### src/rtl/key_exp_inv_pkg.sv
// Shared definitions for the inverse AES-128 single-round key expansion:
// FSM state encoding, the byte type, the Rcon table and index helpers.
package key_exp_inv_pkg;

  // One AES state byte.
  typedef logic [7:0] aes_byte_t;

  // Inverse key expansion sequencer states.
  typedef enum logic [2:0] {
    KI_IDLE,
    KI_LOAD,
    KI_XOR,
    KI_SUB,
    KI_COL0,
    KI_OUT
  } ki_state_e;

  localparam int unsigned KEY_BYTES  = 16;
  localparam int unsigned NUM_ROUNDS = 10;

  // Rcon of rounds 1..10. Decryption walks this table from round 10 down to 1.
  localparam aes_byte_t RCON_TBL [1:NUM_ROUNDS] = '{
    8'h01, 8'h02, 8'h04, 8'h08, 8'h10,
    8'h20, 8'h40, 8'h80, 8'h1b, 8'h36
  };

  // Rcon for a round number; rounds outside 1..10 give 00.
  function automatic aes_byte_t rcon_of_round(input int unsigned round);
    aes_byte_t rc;
    rc = 8'h00;
    for (int unsigned r = 1; r <= NUM_ROUNDS; r++) begin
      if (round == r) rc = RCON_TBL[r];
    end
    return rc;
  endfunction

  // Stream position of a key byte: bytes go out row-major, k = 4*row + col.
  function automatic logic [3:0] byte_idx(input logic [1:0] row, input logic [1:0] col);
    return {row, col};
  endfunction

endpackage

### src/rtl/key_exp_inv_if.sv
// Byte-serial key stream and S-box lookup port of the inverse key expansion.
// slave is the key expansion block itself; master is whatever feeds it
// (key source plus the shared forward S-box).
interface key_exp_inv_if;
  import key_exp_inv_pkg::*;

  aes_byte_t din;          // round-key-N byte
  logic      enable_din;   // din valid this cycle
  aes_byte_t rcon;         // Rcon of round N, taken with the first byte
  aes_byte_t sbox_in;      // S-box result, one cycle after the request
  aes_byte_t addr_out;     // S-box address
  logic      enable_sbox;  // S-box lookup request
  aes_byte_t dout;         // round-key-(N-1) byte
  logic      enable_out;   // dout valid
  logic      busy;         // key in flight

  modport slave (
    input  din, enable_din, rcon, sbox_in,
    output addr_out, enable_sbox, dout, enable_out, busy
  );

  modport master (
    output din, enable_din, rcon, sbox_in,
    input  addr_out, enable_sbox, dout, enable_out, busy
  );

endinterface

### src/rtl/key_exp_inv.sv
// Inverse single-round AES-128 key expansion.
// Takes round key N byte-serially (row-major), derives round key N-1:
//   P3 = W3^W2, P2 = W2^W1, P1 = W1^W0,
//   P0 = W0 ^ SubWord(RotWord(P3)) ^ {rcon,00,00,00}
// and streams it out row-major. SubWord goes through the external shared
// forward S-box, one registered request per byte.
module key_exp_inv
  import key_exp_inv_pkg::*;
(
  input  logic         clk,
  input  logic         rst_n,
  key_exp_inv_if.slave bus
);

  // ---------------------------------------------------------------------------
  // State
  // ---------------------------------------------------------------------------
  ki_state_e  state_q;
  logic [4:0] cnt_q;                  // byte index in LOAD/OUT, step index in XOR/SUB
  aes_byte_t  rcon_q;

  aes_byte_t  in_q  [KEY_BYTES];      // round key N
  aes_byte_t  out_q [KEY_BYTES];      // round key N-1
  aes_byte_t  sub_q [4];              // SubWord(RotWord(P3)), indexed by P0 row

  // Registered outputs
  aes_byte_t  addr_q;
  logic       enable_sbox_q;
  aes_byte_t  dout_q;
  logic       enable_out_q;
  logic       busy_q;

  // ---------------------------------------------------------------------------
  // Combinational datapath
  // ---------------------------------------------------------------------------
  logic [1:0] xor_col_d;              // column produced this XOR step (3, 2, 1)
  logic [1:0] sub_row_d;              // P3 row of the next S-box request
  aes_byte_t  xor_d [4];              // Pc = Wc ^ Wc-1, one byte per row
  aes_byte_t  p0_d  [4];              // P0 = W0 ^ SubWord(RotWord(P3)) ^ Rcon

  // Column XOR for the current step and the final P0 column.
  always_comb begin
    // NOTE: every always_comb output gets a value on every path; a missed
    // assignment infers a latch.
    xor_col_d = 2'd3 - cnt_q[1:0];
    // Requests after the first one cover rows 2, 3, 0 (RotWord order).
    sub_row_d = cnt_q[1:0] + 2'd2;
    for (int r = 0; r < 4; r++) begin
      xor_d[r] = in_q[byte_idx(2'(r), xor_col_d)]
               ^ in_q[byte_idx(2'(r), xor_col_d - 2'd1)];
      // Rcon only touches the top byte of the word (row 0).
      p0_d[r]  = in_q[byte_idx(2'(r), 2'd0)] ^ sub_q[r]
               ^ ((r == 0) ? rcon_q : 8'h00);
    end
  end

  // ---------------------------------------------------------------------------
  // Sequencer: load, three column XORs, four S-box lookups, P0, stream out.
  // ---------------------------------------------------------------------------
  // FSM, counters, key storage and all registered outputs.
  always_ff @(posedge clk) begin
    if (!rst_n) begin
      // NOTE: the byte stores are left out of reset on purpose: every byte is
      // written before it is read, and resettable storage costs flops.
      // NOTE: sequential state uses non-blocking assignment only, so every
      // register here sees the pre-edge value of every other register.
      state_q       <= KI_IDLE;
      cnt_q         <= '0;
      rcon_q        <= '0;
      addr_q        <= '0;
      enable_sbox_q <= 1'b0;
      dout_q        <= '0;
      enable_out_q  <= 1'b0;
      busy_q        <= 1'b0;
    end else begin
      case (state_q)
        // First byte also latches Rcon; later rcon values are ignored.
        KI_IDLE: begin
          if (bus.enable_din) begin
            in_q[0] <= bus.din;
            rcon_q  <= bus.rcon;
            busy_q  <= 1'b1;
            cnt_q   <= 5'd1;
            state_q <= KI_LOAD;
          end
        end

        // Bytes 1..15, one per valid cycle; gaps simply wait.
        KI_LOAD: begin
          if (bus.enable_din) begin
            in_q[cnt_q[3:0]] <= bus.din;
            if (cnt_q == 5'd15) begin
              cnt_q   <= '0;
              state_q <= KI_XOR;
            end else begin
              cnt_q <= cnt_q + 5'd1;
            end
          end
        end

        // P3, P2, P1 in that order. P3 is ready after the first step, so the
        // first S-box request (P3 row 1) is launched on the last step.
        KI_XOR: begin
          for (int r = 0; r < 4; r++) begin
            out_q[byte_idx(2'(r), xor_col_d)] <= xor_d[r];
          end
          if (cnt_q == 5'd2) begin
            addr_q        <= out_q[byte_idx(2'd1, 2'd3)];
            enable_sbox_q <= 1'b1;
            cnt_q         <= '0;
            state_q       <= KI_SUB;
          end else begin
            cnt_q <= cnt_q + 5'd1;
          end
        end

        // Steps 0..2 issue requests for rows 2, 3, 0; steps 1..4 capture the
        // result of the previous request. addr_q then holds its last value.
        KI_SUB: begin
          if (cnt_q != 5'd0) begin
            sub_q[2'(cnt_q - 5'd1)] <= bus.sbox_in;
          end
          if (cnt_q < 5'd3) begin
            addr_q <= out_q[byte_idx(sub_row_d, 2'd3)];
          end else begin
            enable_sbox_q <= 1'b0;
          end
          if (cnt_q == 5'd4) begin
            cnt_q   <= '0;
            state_q <= KI_COL0;
          end else begin
            cnt_q <= cnt_q + 5'd1;
          end
        end

        // P0 column; byte 0 goes straight to the output register.
        KI_COL0: begin
          for (int r = 0; r < 4; r++) begin
            out_q[byte_idx(2'(r), 2'd0)] <= p0_d[r];
          end
          dout_q       <= p0_d[0];
          enable_out_q <= 1'b1;
          cnt_q        <= 5'd1;
          state_q      <= KI_OUT;
        end

        // cnt_q is the next byte to present; after byte 15 has been shown for
        // its cycle, return to IDLE so a new key can start immediately.
        KI_OUT: begin
          if (cnt_q == 5'd16) begin
            enable_out_q <= 1'b0;
            busy_q       <= 1'b0;
            cnt_q        <= '0;
            state_q      <= KI_IDLE;
          end else begin
            dout_q <= out_q[cnt_q[3:0]];
            cnt_q  <= cnt_q + 5'd1;
          end
        end

        default: begin
          state_q <= KI_IDLE;
        end
      endcase
    end
  end

  // ---------------------------------------------------------------------------
  // Outputs (all straight from registers)
  // ---------------------------------------------------------------------------
  assign bus.addr_out    = addr_q;
  assign bus.enable_sbox = enable_sbox_q;
  assign bus.dout        = dout_q;
  assign bus.enable_out  = enable_out_q;
  assign bus.busy        = busy_q;

endmodule

### src/flat_wrapper.sv
// flat-port wrapper written by rule: the top's interface ports become plain ports
module key_exp_inv_flat import key_exp_inv_pkg::*;
  (clk, rst_n, bus_din, bus_enable_din, bus_rcon, bus_sbox_in, bus_addr_out, bus_enable_sbox, bus_dout, bus_enable_out, bus_busy);
  key_exp_inv_if bus_i ();
  input  logic clk;
  input  logic rst_n;
  input wire logic [$bits(bus_i.din)-1:0] bus_din;
  input wire logic [$bits(bus_i.enable_din)-1:0] bus_enable_din;
  input wire logic [$bits(bus_i.rcon)-1:0] bus_rcon;
  input wire logic [$bits(bus_i.sbox_in)-1:0] bus_sbox_in;
  output wire logic [$bits(bus_i.addr_out)-1:0] bus_addr_out;
  output wire logic [$bits(bus_i.enable_sbox)-1:0] bus_enable_sbox;
  output wire logic [$bits(bus_i.dout)-1:0] bus_dout;
  output wire logic [$bits(bus_i.enable_out)-1:0] bus_enable_out;
  output wire logic [$bits(bus_i.busy)-1:0] bus_busy;
  assign bus_i.din = bus_din;
  assign bus_i.enable_din = bus_enable_din;
  assign bus_i.rcon = bus_rcon;
  assign bus_i.sbox_in = bus_sbox_in;
  assign bus_addr_out = bus_i.addr_out;
  assign bus_enable_sbox = bus_i.enable_sbox;
  assign bus_dout = bus_i.dout;
  assign bus_enable_out = bus_i.enable_out;
  assign bus_busy = bus_i.busy;
  key_exp_inv u_core (.clk(clk), .rst_n(rst_n), .bus(bus_i));
endmodule
### config.mk
export PLATFORM = sky130hd
export DESIGN_NAME = key_exp_inv_flat
export DESIGN_NICKNAME = d
export VERILOG_FILES = /design/src/rtl/key_exp_inv_pkg.sv /design/src/rtl/key_exp_inv_if.sv /design/src/rtl/key_exp_inv.sv /design/src/flat_wrapper.sv
export SDC_FILE = /design/constraint.sdc
export NUM_CORES = 1
export LEC_CHECK = 0
export CAP_MARGIN = 0
export CORE_MARGIN = 4
export CORE_UTILIZATION = 55
export CTS_CLUSTER_SIZE = 16
export DETAILED_ROUTE_END_ITERATION = 12
export PLACE_DENSITY_LB_ADDON = 0.08
export SKIP_CTS_REPAIR_TIMING = 1
export SYNTH_ARGS = -nofsm -noshare
export SYNTH_HDL_FRONTEND = slang
export SYNTH_SLANG_ARGS = --single-unit
### constraint.sdc
create_clock -name clk -period 4.3 [get_ports clk]
set_clock_uncertainty 0.15 [all_clocks]
set_input_delay 1.075 -clock clk [delete_from_list [all_inputs] [get_ports clk]]
set_output_delay 1.075 -clock clk [all_outputs]
set_load 0.01 [all_outputs]
==> results_dict.tcl <==
set metrics [dict create \
    status "finished, final reports clean" \
    area_growth_syn_to_layout_pct 14.1 \
    fmax_mhz 317 \
    min_from "u_core.rcon_q[7]$_SDFFE_PN0N_" \
    async_flop_share 0 \
    drive_gt1_frac 0.202 \
    worstSkewPairLatency_ns 0.51 \
    critPathSlowestCell "clkdlybuf4s50_1" \
    synth-edff-count 288 \
    startpoint "rst_n" \
    wl_per_cell_um 26.6 \
    gp_routability_congestion 0.835 \
    nFillCells 1776 \
    setup_viol 0 \
    grt_pass1_vias 8436 \
    whs_path_depth 2 \
    yosys_warnings 0 \
    required_ns 4.45 \
    cts.clk_slew.worst_paths_ns 0.06 \
    grt_pass1_wl_mm 52.1 \
    drc 0 \
    ys.flop_type "edfxtp_1" \
    numClockSinks 327 \
    yosysUniqueCellTypes 48 \
    viasPerCell 6.34 \
    num_vias 8168 \
    start_util 0.565 \
    io_buffers 45 \
    worstPathCellList "clkdlybuf4s50_1 -> nor2b_1 -> nor2b_4 -> buf_4 -> nor2_1 -> a21oi_1" \
    power_per_cell_area_nw_per_um2 558 \
    globalRouteMet2Util 0.384 \
    irDropWorstVdd_mv 0.969 \
    top_usage_layer "met2" \
    syn-mean-instance-area_um2 16.4 \
    max-cap-violations 0 \
    dp_hpwl_mm 22.8 \
    seq_area_um2 9440 \
    gr-total-overflow 0 \
    start_kind "input port" \
    cts.path.max_buffers 3 \
    dieArea_um2 28800 \
    synth_area_um2 14400 \
    grt_use_met1 0.340 \
    period_needed_ns 3.15 \
    cts_tree "yes" \
    num_rows 58 \
    grt_max_degree 101 \
    yosys.area.top_type "edfxtp_1" \
    r2r_slack_ns 1.20 \
    worstReg2RegEnd "u_core.sub_q[3][0]$_DFFE_PP_" \
    fin_tns_setup_ns 0 \
    io_pins 46 \
    diodes 0 \
    period_share 0.733 \
    worst_slew_pin_slew_ns 0.984 \
    hold_slack_ns 0.341 \
    relSlewSlack 0.344 \
    ys_ff_latch 327 \
    end_kind "register" \
    first_pass_iters 5 \
    die_y_um 170 \
    worstRegToRegCells 4 \
    maxSlewViolCount 0 \
    nNetsFinal 970 \
    drtAntennaViolNets 0 \
    ys_seq_area_frac 0.655 \
    synth_common_cells "edfxtp_1 (288), mux4_2 (96), a21oi_1 (56), nand2_1 (49), nor2_1 (48)" \
    postSynthCellCount 877 \
    met3_usage 0.0573 \
    synth_nets 912 \
    root_buffer "clkbuf_16" \
    rr_startpoint "u_core.state_q[0]$_SDFFE_PN0P_" \
    cts_max_level 2 \
    worstSetupPathType "input port to register" \
    cts-buffers-inserted 35 \
    grt_usage 0.244 \
    wl_mm 34.3 \
    hold_end "u_core.rcon_q[7]$_SDFFE_PN0N_" \
    core_area_um2 25500 \
    crit_arrival_ns 3.30 \
    synth.top_cell.area_share 0.601 \
    ys_top_cells_by_area "edfxtp_1 (60%), mux4_2 (15%), dfxtp_1 (5.4%)" \
    die_w_um 170 \
    hold_viol 0 \
    detail_route.iter0.violations 896 \
    critPathMaxStageDelay_ns 0.69 \
    p_leak_uw 0.00519 \
    rsz0062_at_grt "no" \
    multi_input_area_um2 4720 \
    hp-class "register to register" \
    antenna_found_initial 0 \
    yosysMostFrequentCell "edfxtp_1" \
    path_max_fanout 64 \
]
flip-flops by register name (all words and copies together) (netlist names), named ones only:
| signal | cells |
|---|---|
| u_core.in_q | 128 |
| u_core.out_q | 128 |
| u_core.sub_q | 32 |
| u_core.bus.addr_out | 8 |
| u_core.bus.dout | 8 |
| u_core.rcon_q | 8 |
| u_core.cnt_q | 5 |
| u_core.state_q | 3 |
| u_core.bus.busy | 1 |
| u_core.bus.enable_out | 1 |
| u_core.bus.enable_sbox | 1 |
area by class of cell:
type                    instances  area share
clock buffers                  44      0.0567
well taps                     330      0.0252
inverters                       7     0.00160
repair buffers                 74      0.0422
flip-flops and latches        327       0.575
multi-input cells             490       0.287
clock inverters                17      0.0120
cell families after synthesis:
family / share of synthesized area
adders and majority gates: 0.00696
and+or+nand+nor: 0.0514
xor gates and xnor gates: 0.0438
muxes: 0.168
AOI/OAI and AO/OA: 0.0564
DFF: 0.655
buffers and inverters: 0.0184
metal layers:
layer,vias to the layer above,routed length (um)
met3,76,2870
met2,386,16200
met4,0,1270
li1,3582,-
met5,-,0
met1,4124,13900
worst max path at each step:
stage,endpoint,slack (ns),cells after the start
after detailed placement,u_core.out_q[14][3]$_DFFE_PP_,0.67,6
after floorplan,u_core.out_q[10][0]$_DFFE_PP_,0.09,3
final,u_core.out_q[4][1]$_DFFE_PP_,1.15,6
after global routing,u_core.out_q[8][1]$_DFFE_PP_,1.00,6
after global placement,u_core.out_q[4][1]$_DFFE_PP_,0.87,6
after CTS,u_core.out_q[15][3]$_DFFE_PP_,1.20,6
metrics by stage:
stage	worst slack [ns]	total power (uW)	std cells	utilization	area [um^2]
after CTS	1.20	9210	1289	0.644	16400
after global placement	0.868	6170	1228	0.600	15300
final	1.15	9150	1289	0.644	16400
after floorplan	0.0945	5580	877	-	14400
after global routing	1.00	9570	1289	0.644	16400
after detailed placement	0.670	6260	1228	0.600	15300
placed cells by master, fill, tap and decap left out, types with 2 or more instances in the layout:
cell,instances
buf_4,27
nand2_1,49
dfxtp_2,2
nand2b_1,4
nor2b_1,4
dfxtp_1,36
ha_1,7
buf_12,2
o221ai_1,8
o21a_1,4
nor3_1,16
a31oi_1,2
a221oi_1,8
xor2_1,40
mux2_2,8
nor2_1,48
and2_1,6
nor3_2,3
clkinv_1,4
inv_1,7
clkbuf_1,8
a21boi_0,18
bufinv_16,4
o21ai_0,25
clkinv_2,6
nand4bb_1,2
nand4_1,2
xnor2_1,32
edfxtp_1,288
mux2i_1,16
clkbuf_16,36
o22ai_1,3
nor3b_1,2
a21oi_1,56
nand3_1,12
clkdlybuf4s50_1,45
mux4_2,96
critical path: cells and delay by family:
kind            cells  cell delay, ns
buf+inv             2            1.24
simple gates        3            0.62
compound gates      1            0.32
power breakdown:
part	internal, uW	total (uW)	switching, uW
clock network	1780	2960	1180
registers	3860	3970	103
logic	899	2230	1330
total	6540	9150	2610
Note: power is estimated with default switching activity, not from simulation.
==> RTL change 1: new RTL, config.mk and constraints unchanged <==
Set the package constant `KEY_BYTES` to 32 (it was 16).
--- a/src/rtl/key_exp_inv_pkg.sv
+++ b/src/rtl/key_exp_inv_pkg.sv
@@ -15,7 +15,7 @@
     KI_OUT
   } ki_state_e;
 
-  localparam int unsigned KEY_BYTES  = 16;
+  localparam int unsigned KEY_BYTES  = 32;
   localparam int unsigned NUM_ROUNDS = 10;
 
   // Rcon of rounds 1..10. Decryption walks this table from round 10 down to 1.
Formal check against the unedited RTL: no difference found for any inputs over 4 cycles, from zero or initial values and one cycle with rst_n low; that may be too few to reach the edited logic, so the function may still have changed.
==> RTL change 1 against the original RTL <==
Cell area is 0.20% lower. Synthesized area down 0.43%. First-iteration DRC count increased by 4.1%. Routed wire length down 5.0%. Worst setup slack got worse by 0.31 ns. Sequential cell count is the same.
Power is not compared: it rests on default switching activity, and its combinational part moved more than twofold at a synthesized area within 25%.
==> RTL change 1: results <==
export IMPL_cp_arrival_ns=3.53
export IMPL_syn_nets=894
export IMPL_crit_path_max_fanout=23
export IMPL_gr_usage_met2=0.370
export IMPL_grt_pass1_vias=7982
export IMPL_wl_met1_um=13600
export IMPL_status="complete, no violations"
export IMPL_preCtsSetupSlack_ns=0.627
export IMPL_fin_nets=960
export IMPL_finalWirelength_um=32500
export IMPL_relSlewSlack=0.321
export IMPL_drt_initial_drc_count=933
export IMPL_rrSetupSlack_ns=0.84
export IMPL_met2_length_um=15900
export IMPL_synth_top_cells_by_count="edfxtp_1, mux4_2, nor2_1, a21oi_1, xor2_1"
export IMPL_ctsRootBufferMaster="clkbuf_16"
export IMPL_gp_congestion=0.878
export IMPL_rr_worst_depth=7
export IMPL_dpl_instance_area_mm2=0.0153
export IMPL_drive_above_1_share=0.207
export IMPL_clock_fmax_ghz=0.289
export IMPL_max_stage_delay_ns=0.66
export IMPL_synth_seq_area_share=0.658
export IMPL_use_met3=0.0384
export IMPL_nFillCells=1785
export IMPL_numCtsBuffers=36
export IMPL_crit_end="u_core.out_q[14][5]"
export IMPL_drt_vias_per_instance=6.29
export IMPL_grt_pass1_wl_um=49600
export IMPL_dpl_hpwl_um=21900
export IMPL_track_usage=0.230
export IMPL_grt_max_degree=55
export IMPL_grt_use_met1=0.336
export IMPL_yosys_top_cells_area="edfxtp_1, mux4_2, dfxtp_1"
[RTL change 1: cells by family after synthesis]
group                    count (synthesis)  synth area share
AO/OA/AOI/OAI                          128            0.0562
adder cells (fa/ha/maj)                  7           0.00611
flip-flops                             327             0.658
AND/OR/NAND/NOR                        146            0.0484
multiplexers                           119             0.168
buffers and inverters                   61            0.0192
XOR/XNOR                                72            0.0440
[RTL change 1: final cells by class]
cell class,instances,share of cell area
repair buffers,80,0.0451
clock buffers,52,0.0630
well taps,330,0.0252
flip-flops and latches,327,0.576
multi-input cells,472,0.284
inverters,9,0.00206
clock inverters,11,0.00527
[RTL change 1: power groups by stage]
stage / logic [mW] / clock network (mW) / registers, mW
after floorplan: 0.332 / 0 / 3.58
after global placement: 0.482 / 0 / 3.60
after detailed placement: 0.495 / 0 / 3.60
after CTS: 0.496 / 2.93 / 3.53
after global routing: 0.533 / 3.07 / 3.53
final: 0.493 / 2.87 / 3.53
[RTL change 1: worst min-delay path by stage]
stage | start | end | cells after the start
floorplan | u_core.rcon_q[0] | u_core.rcon_q[0] | 2
finish | u_core.rcon_q[3] | u_core.rcon_q[3] | 2
CTS | u_core.rcon_q[3] | u_core.rcon_q[3] | 2
global route | u_core.rcon_q[6] | u_core.rcon_q[6] | 2
global placement | u_core.rcon_q[3] | u_core.rcon_q[3] | 2
detailed placement | u_core.rcon_q[3] | u_core.rcon_q[3] | 2
[RTL change 1: stage by stage]
step,util,hold slack [ns],cells,power [mW]
after global placement,0.601,0.308,1218,4.08
after detailed placement,0.601,0.311,1218,4.09
final,0.645,0.319,1281,6.90
after CTS,0.645,0.319,1281,6.96
after floorplan,-,0.299,860,3.91
after global routing,0.645,0.341,1281,7.13
==> RTL change 2: new RTL, config.mk and constraints unchanged <==
Made on the original files. One comparison of `cnt_q` changes from == to >=.
--- a/src/rtl/key_exp_inv.sv
+++ b/src/rtl/key_exp_inv.sv
@@ -147,7 +147,7 @@
         // cnt_q is the next byte to present; after byte 15 has been shown for
         // its cycle, return to IDLE so a new key can start immediately.
         KI_OUT: begin
-          if (cnt_q == 5'd16) begin
+          if (cnt_q >= 5'd16) begin
             enable_out_q <= 1'b0;
             busy_q       <= 1'b0;
             cnt_q        <= '0;
Behaviour: same outputs for any inputs over 4 cycles, from zero or initial values and one cycle with rst_n low; that may be too few to reach the edited logic, so the function may still have changed.
==> RTL change 2 against the original RTL <==
Worst setup slack worse by 0.074 ns. Routed wire length up 3.3%. Cell area up 0.27%. Synthesized area up 0.63%. Sequential cell count unchanged. Non-clock buffer count up 3. Count of clock-buffer cells in the layout down 1. Critical endpoint is now u_core.out_q[15][3]. Largest cell class unchanged.
Power is not compared: it rests on default switching activity, and its combinational part moved more than twofold at a synthesized area within 25%.
==> RTL change 2: results <==
export IMPL_vias=8305
export IMPL_ir_drop_mv=0.262
export IMPL_place_inst=1243
export IMPL_cp_arrival_ns=3.38
export IMPL_rrSetupSlack_ns=1.08
export IMPL_status="complete, no violations"
export IMPL_track_usage=0.248
export IMPL_yosys_top_cells_area="edfxtp_1, mux4_2, dfxtp_1"
export IMPL_synth_area_mux_share=0.164
export IMPL_relSlewSlack=0.285
export IMPL_antenna_found_initial=1
export IMPL_nFillCells=1825
export IMPL_synth_compound_area_share=0.0570
export IMPL_fin_nets=980
export IMPL_synth_seq_area_share=0.651
export IMPL_drt_initial_drc_count=1126
export IMPL_synth_flop_cell="edfxtp_1"
export IMPL_grt_max_degree=65
export IMPL_crit_path_max_fanout=32
export IMPL_grt_pass1_vias=8342
export IMPL_syn_nets=920
export IMPL_synth_fa_ha_area_frac=0.00691
export IMPL_start_kind="flop"
export IMPL_drt_first_pass_iters=6
export IMPL_dpl_hpwl_um=24200
export IMPL_reg_top3="u_core.in_q x128, u_core.out_q x128, u_core.sub_q x32"
export IMPL_ys_types=59
export IMPL_rr_worst_depth=7
export IMPL_drive_above_1_share=0.194
export IMPL_gp_congestion=0.829
export IMPL_cts_htree_levels=2
export IMPL_reg2reg_from="u_core.cnt_q[0]"
export IMPL_grt_pass1_wl_um=52900
export IMPL_wl_per_cell_um=27.1
export IMPL_diodes=0
export IMPL_whs_path_depth=2
export IMPL_synth_top_cells_by_count="edfxtp_1, mux4_2, nor2_1, a21oi_1"
export IMPL_synth_xor_area_frac=0.0436
export IMPL_r2r_end="u_core.out_q[15][3]"
export IMPL_syn_area_per_cell_um2=16.4
export IMPL_drt_vias_per_instance=6.37
RTL change 2: cell types whose count changed after synthesis, moves of 9 or more:
cell | before | now
a211oi_1 | 1 | 10
mux4_2 | 96 | 86
a21boi_0 | 18 | 0
nand2_1 | 49 | 40
o21ai_0 | 25 | 12
nor2_1 | 48 | 65
RTL change 2: worst max-delay path, stage by stage (launching register included):
cell	delay (ns)
dfxtp_4	0.57
inv_1	0.26
ha_2	0.42
buf_12	0.26
mux4_2	0.55
xor2_1	0.44
nor2_1	0.09
a21oi_1	0.27
RTL change 2: power groups by stage:
stage | registers (mW) | logic, mW | clock network, mW
CTS | 3.71 | 1.10 | 2.85
global placement | 3.77 | 1.06 | 0
global route | 3.72 | 1.19 | 2.99
floorplan | 3.72 | 0.772 | 0
detailed placement | 3.78 | 1.10 | 0
finish | 3.71 | 1.09 | 2.82
RTL change 2: kinds of logic after synthesis:
kind of cell    after synthesis
simple gates                169
buf+inv                      61
compound gates              127
flops                       327
fa+ha+maj                     8
mux                         121
xor+xnor                     72
RTL change 2: final cells by class:
type / instances / share of cell area
clock inverters: 18 / 0.00859
clock buffers: 43 / 0.0563
repair buffers: 77 / 0.0442
inverters: 7 / 0.00160
well taps: 335 / 0.0255
multi-input cells: 497 / 0.291
flip-flops and latches: 327 / 0.573
RTL change 2: per-layer routing:
layer,GRT usage,part of all wire
met1,0.363,0.42
met2,0.393,0.48
met3,0.0490,0.085
met4,0.0580,0.021
met5,0,0.00037
RTL change 2: metrics by stage:
step                setup WS [ns]  hold WS [ns]  area, um2
global route                0.813         0.345      16500
detailed placement          0.622         0.320      15400
finish                       1.08         0.328      16500
floorplan                   0.963         0.299      14500
CTS                          1.07         0.329      16500
global placement            0.716         0.311      15400
